[src/rtl/weight_bias_loader.sv]
// weight_bias_loader
// Configuration master for the fully connected network. It takes a 32-bit
// record stream (header, N weight words, optional bias word) over a
// valid/ready handshake. It replays the payload onto the shared neuron
// configuration bus as one-cycle strobes.
//
// Optional feature: define LOADER_BIAS_EN to expect a bias word after the
// weights of each record. Without it, a record ends on its Nth weight, and
// biasValid/biasValue are tied to 0.
//
// Ports
//   clk, rst               clock, synchronous active-high reset
//   s_data/s_valid/s_ready record stream input
//   weightValid/weightValue  weight strobe and registered weight word
//   biasValid/biasValue      bias strobe and registered bias word
//   config_layer_num/config_neuron_num  target of current/last record
//   busy        record in progress (header accepted .. final strobe)
//   load_done   pulse with the final strobe of a record flagged last
//   err         sticky header error; loader stops accepting until rst
//   rec_count   records completed since reset (wraps)
//
// state | meaning
// HDR   | waiting for / decoding a record header
// WGT   | replaying weight words, counter holds weights remaining
// BIAS  | expecting the bias word (LOADER_BIAS_EN only)
// ERR   | bad header seen, stream stalled until rst
module weight_bias_loader #(
   parameter int numLayers  = 4,
   parameter int maxNeurons = 30,
   parameter int maxWeights = 784
) (
   input  logic        clk,
   input  logic        rst,
   input  logic [31:0] s_data,
   input  logic        s_valid,
   output logic        s_ready,
   output logic        weightValid,
   output logic        biasValid,
   output logic [31:0] weightValue,
   output logic [31:0] biasValue,
   output logic [31:0] config_layer_num,
   output logic [31:0] config_neuron_num,
   output logic        busy,
   output logic        load_done,
   output logic        err,
   output logic [15:0] rec_count
);

   localparam logic [6:0]  MAX_LAYER  = 7'(numLayers);
   localparam logic [7:0]  NEURON_LIM = 8'(maxNeurons);
   localparam logic [15:0] MAX_WGT    = 16'(maxWeights);

`ifdef LOADER_BIAS_EN
   typedef enum logic [1:0] {ST_HDR = 2'd0, ST_WGT = 2'd1, ST_BIAS = 2'd2, ST_ERR = 2'd3} state_t;
`else
   typedef enum logic [1:0] {ST_HDR = 2'd0, ST_WGT = 2'd1, ST_ERR = 2'd3} state_t;
`endif

   state_t      state_q, state_d;
   logic [15:0] cnt_q, cnt_d;
   logic        last_q, last_d;
   logic        wv_q, wv_d;
   logic [31:0] wdata_q, wdata_d;
   logic [31:0] layer_q, layer_d;
   logic [31:0] neuron_q, neuron_d;
   logic        busy_q, busy_d;
   logic        done_q, done_d;
   logic        err_q, err_d;
   logic [15:0] rec_q, rec_d;
`ifdef LOADER_BIAS_EN
   logic        bv_q, bv_d;
   logic [31:0] bdata_q, bdata_d;
`endif

   logic        acc;
   logic        rec_end;
   logic [6:0]  hdr_layer;
   logic [7:0]  hdr_neuron;
   logic [15:0] hdr_n;
   logic        hdr_bad;

   assign hdr_layer  = s_data[30:24];
   assign hdr_neuron = s_data[23:16];
   assign hdr_n      = s_data[15:0];
   assign hdr_bad    = (hdr_layer == 7'd0) || (hdr_layer > MAX_LAYER) ||
                       (hdr_neuron >= NEURON_LIM) ||
                       (hdr_n == 16'd0) || (hdr_n > MAX_WGT);

   // Ready is forced low in the reset cycle itself, hence combinational.
   assign s_ready = ~rst & (state_q != ST_ERR);
   assign acc     = s_valid & s_ready;

   always_comb begin
      state_d  = state_q;
      cnt_d    = cnt_q;
      last_d   = last_q;
      wv_d     = 1'b0;
      wdata_d  = wdata_q;
      layer_d  = layer_q;
      neuron_d = neuron_q;
      busy_d   = 1'b0;
      done_d   = 1'b0;
      err_d    = err_q;
      rec_d    = rec_q;
      rec_end  = 1'b0;
`ifdef LOADER_BIAS_EN
      bv_d     = 1'b0;
      bdata_d  = bdata_q;
`endif
      case (state_q)
         ST_HDR: begin
            if (acc) begin
               if (hdr_bad) begin
                  state_d = ST_ERR;
                  err_d   = 1'b1;
               end else begin
                  state_d  = ST_WGT;
                  last_d   = s_data[31];
                  cnt_d    = hdr_n;
                  layer_d  = {25'd0, hdr_layer};
                  neuron_d = {24'd0, hdr_neuron};
                  busy_d   = 1'b1;
               end
            end
         end
         ST_WGT: begin
            // busy covers the strobe cycle of the final word as well
            busy_d = 1'b1;
            if (acc) begin
               wv_d    = 1'b1;
               wdata_d = s_data;
               cnt_d   = cnt_q - 16'd1;
               if (cnt_q == 16'd1) begin
`ifdef LOADER_BIAS_EN
                  state_d = ST_BIAS;
`else
                  state_d = ST_HDR;
                  rec_end = 1'b1;
`endif
               end
            end
         end
`ifdef LOADER_BIAS_EN
         ST_BIAS: begin
            busy_d = 1'b1;
            if (acc) begin
               bv_d    = 1'b1;
               bdata_d = s_data;
               state_d = ST_HDR;
               rec_end = 1'b1;
            end
         end
`endif
         ST_ERR: err_d = 1'b1;
         default: state_d = ST_HDR;
      endcase
      if (rec_end) begin
         rec_d  = rec_q + 16'd1;
         done_d = last_q;
      end
   end

   always_ff @(posedge clk) begin
      if (rst) begin
         state_q  <= ST_HDR;
         cnt_q    <= '0;
         last_q   <= 1'b0;
         wv_q     <= 1'b0;
         wdata_q  <= '0;
         layer_q  <= '0;
         neuron_q <= '0;
         busy_q   <= 1'b0;
         done_q   <= 1'b0;
         err_q    <= 1'b0;
         rec_q    <= '0;
`ifdef LOADER_BIAS_EN
         bv_q     <= 1'b0;
         bdata_q  <= '0;
`endif
      end else begin
         state_q  <= state_d;
         cnt_q    <= cnt_d;
         last_q   <= last_d;
         wv_q     <= wv_d;
         wdata_q  <= wdata_d;
         layer_q  <= layer_d;
         neuron_q <= neuron_d;
         busy_q   <= busy_d;
         done_q   <= done_d;
         err_q    <= err_d;
         rec_q    <= rec_d;
`ifdef LOADER_BIAS_EN
         bv_q     <= bv_d;
         bdata_q  <= bdata_d;
`endif
      end
   end

   assign weightValid       = wv_q;
   assign weightValue       = wdata_q;
   assign config_layer_num  = layer_q;
   assign config_neuron_num = neuron_q;
   assign busy              = busy_q;
   assign load_done         = done_q;
   assign err               = err_q;
   assign rec_count         = rec_q;
`ifdef LOADER_BIAS_EN
   assign biasValid         = bv_q;
   assign biasValue         = bdata_q;
`else
   assign biasValid         = 1'b0;
   assign biasValue         = 32'd0;
`endif

endmodule

[config.mk]
export PLATFORM = sky130hd
export DESIGN_NAME = weight_bias_loader
export DESIGN_NICKNAME = d
export VERILOG_FILES = /design/src/rtl/weight_bias_loader.sv
export SDC_FILE = /design/constraint.sdc
export NUM_CORES = 1
export LEC_CHECK = 0
export CORE_MARGIN = 3
export CORE_UTILIZATION = 39
export CTS_CLUSTER_DIAMETER = 30
export DETAILED_ROUTE_END_ITERATION = 10
export PLACE_DENSITY = 0.77
export SYNTH_ARGS = -nofsm -noshare
export SYNTH_HDL_FRONTEND = slang
export SYNTH_SLANG_ARGS = --single-unit
[constraint.sdc]
create_clock -name clk -period 2.7 [get_ports clk]
set_input_delay 0.81 -clock clk [delete_from_list [all_inputs] [get_ports clk]]
set_output_delay 0.81 -clock clk [all_outputs]
set_load 0.02 [all_outputs]
==> out/metrics.yaml <==
pwr:
  p_leak_nw: 2.321
  pwr_density_cell_nw_per_um2: 531.4
  vdd.ir_drop.worst_mv: 0.3532
global_route:
  use_met3: 0.04759
  grt_pass1_vias: 3948
  grtUsageMet2: 0.2990
  grt_use_total: 0.1800
  antenna_found_initial: 0
  grt_overflow: 0
  grt_max_degree: 80
  grt_first_pass_wirelength_um: 19000
  grt_util_met1: 0.2298
  grt-busiest-layer: "met2"
floorplan:
  dieArea_um2: 12710
  ioPinCount: 185
  start_util: 0.4045
  fp.dieW_um: 112.7
  core.rowCount: 38
  core_area_um2: 10980
  die_y_um: 112.7
timing:
  hold_viol: 0
  setup_viol: 0
  fmax_ghz: 0.3753
  holdWs_ps: 454.0
  slew_violations: 0
  rsz0062_at_grt: "true"
  min_period_ps: 2664
  period_share: 0.9868
  slew_headroom: 0.4587
  tns_ps: 0
  worst_slack_ps: 35.65
  skew_ps: 7.306
  tightest_slew_ps: 812.0
worst_setup_path:
  crit_fanout: 7
  crit_required_ps: 2880
  path_class: "input port to flop"
  startpoint_type: "input port"
  worstPathArrival_ps: 2840
  end_kind: "flop"
clocking:
  cts_buffers: 9
  clock_path_buffers: 2
  htreeDepth: 3
  ctsHoldBuffers: 0
  clkSlewWorstSetupHoldPaths_ps: 60
  cts_tree: "done"
  insertion_delay_ps: 340
  clock-root-buffer: "clkbuf_16"
  numClockSinks: 86
drt:
  route.detailed.drc: 0
  ant_nets: 0
  dr.pass1.iters: 7
  drtIter0Drc: 298
  wl_per_cell_um: 14.17
  routed_via_density: 5.091
  wirelength_um: 12050
  vias: 4327
place:
  dp.cells: 831
  dp_worst_setup_slack_ps: -372.1
  place_area_um2: 5658
  gp_congestion: 0.8701
  hpwl_um: 8918
  port_buffers: 102
finish:
  antennaDiodeCount: 0
  drive_gt1_frac: 0.1338
  syn_to_final_growth_pct: 36.50
  final_nets: 743
  layout_commonest_cell: "clkdlybuf4s50_1"
  fillers: 1014
  layout_common_cells: "clkdlybuf4s50_1 (100), nand2_1 (88), dfxtp_1 (86), conb_1 (82), a21oi_1 (68)"
  stdcell_area_um2: 6065
  instances_no_fill: 850
synth:
  ys_seq_area_frac: 0.3875
  synth_edf_count: 0
  ys_seq_elements: 86
  avgSynthCellArea_um2: 7.920
  synthCells: 561
  ys_types: 53
  synth_warnings: 0
  ys_async_sr_fraction: 0
  yosys_most_used_dff: "dfxtp_1"
  syn_area_um2: 4443
min_path:
  hp-class: "flop to flop"
run_status:
  status: "finished, final reports clean"
job:
  max_cap_viol_count: 0
==> registers in the layout, indices dropped and copies added (netlist names) <==
signal	flops
weightValue	32
busy	1
config_neuron_num	8
config_layer_num	7
last_q	1
rec_count	16
load_done	1
weightValid	1
err	1
cnt_q	16
state_q	2
==> routing by layer <==
| metal | vias to the layer above | wire length, µm |
|---|---|---|
| met2 | 198 | 5716 |
| met4 | 0 | 189 |
| met5 | - | 0 |
| met3 | 27 | 998 |
| li1 | 2102 | - |
| met1 | 2000 | 5144 |
==> timing repair <==
item | CTS | global route
setup buffers | 0 | 3
pin swaps | 1 | 7
endpoints found under the setup margin | 13 | 36
resized for setup | 3 | 17
==> through the flow <==
step                      power (mW)  utilization
after floorplan                1.802            -
after global routing           3.358       0.5522
final                          3.223       0.5522
after detailed placement       1.948       0.5152
after global placement         1.946       0.5152
after CTS                      3.229       0.5448
==> Yosys cell counts, types with 4 or more instances <==
master    count  share of area
inv_1         9         0.0076
nand2_1      88          0.074
o31ai_1       9          0.015
a31oi_1       7         0.0099
buf_4        82           0.14
nor2_1       18          0.015
or4_1         5         0.0084
buf_1         4         0.0034
xor2_1        5         0.0099
clkbuf_1     25          0.021
nor4_1       10          0.014
o21ai_0      31          0.035
nor3_1        9          0.010
nand3_1      14          0.016
dfxtp_1      86           0.39
or3_1         8          0.011
nand4_1      19          0.027
o41ai_1       4         0.0079
nor2b_1       5         0.0070
and2_1       10          0.014
a21oi_1      68          0.077
==> power breakdown <==
group / internal, mW / switching, mW / leakage [nW]
logic: 0.228 / 0.385 / 1.48
clock network: 0.754 / 0.524 / 0.148
registers: 1.30 / 0.0303 / 0.696
==> final cells by class <==
cell class | instances | area, µm² | area share
Sequential cell | 86 | 1722 | 0.2839
Timing Repair Buffer | 164 | 1488 | 0.2453
Inverter | 10 | 37.54 | 0.006189
Tap cell | 140 | 175.2 | 0.02888
Clock inverter | 5 | 66.31 | 0.01093
Multi-Input combinational cell | 434 | 2333 | 0.3848
Clock buffer | 11 | 242.7 | 0.04002
==> logic make-up after synthesis <==
group | synth area share
and+or+nand+nor | 0.2312
other | 0.0008440
buffers and inverters | 0.1726
adders and majority gates | 0.008449
xor gates and xnor gates | 0.01183
AOI/OAI and AO/OA | 0.1853
DFF | 0.3875
muxes | 0.002253
==> worst max-delay path: stages <==
cell,delay [ps]
clkdlybuf4s50_1,450
o21ai_0,230
buf_4,160
nand4_1,160
o41a_1,510
buf_6,180
o31ai_1,240
a21oi_1,100
==> path summary, 6_finish.rpt <==
check / cells after the start / slack (ps) / endpoint / from
max: 8 / 40 / cnt_q[8] / s_data[24]
min: 2 / 450 / err / err
max reg2reg: 7 / 100 / cnt_q[12] / cnt_q[0]
min reg2reg: 2 / 450 / err / err
No activity file was read; power rests on OpenSTA's default activity.
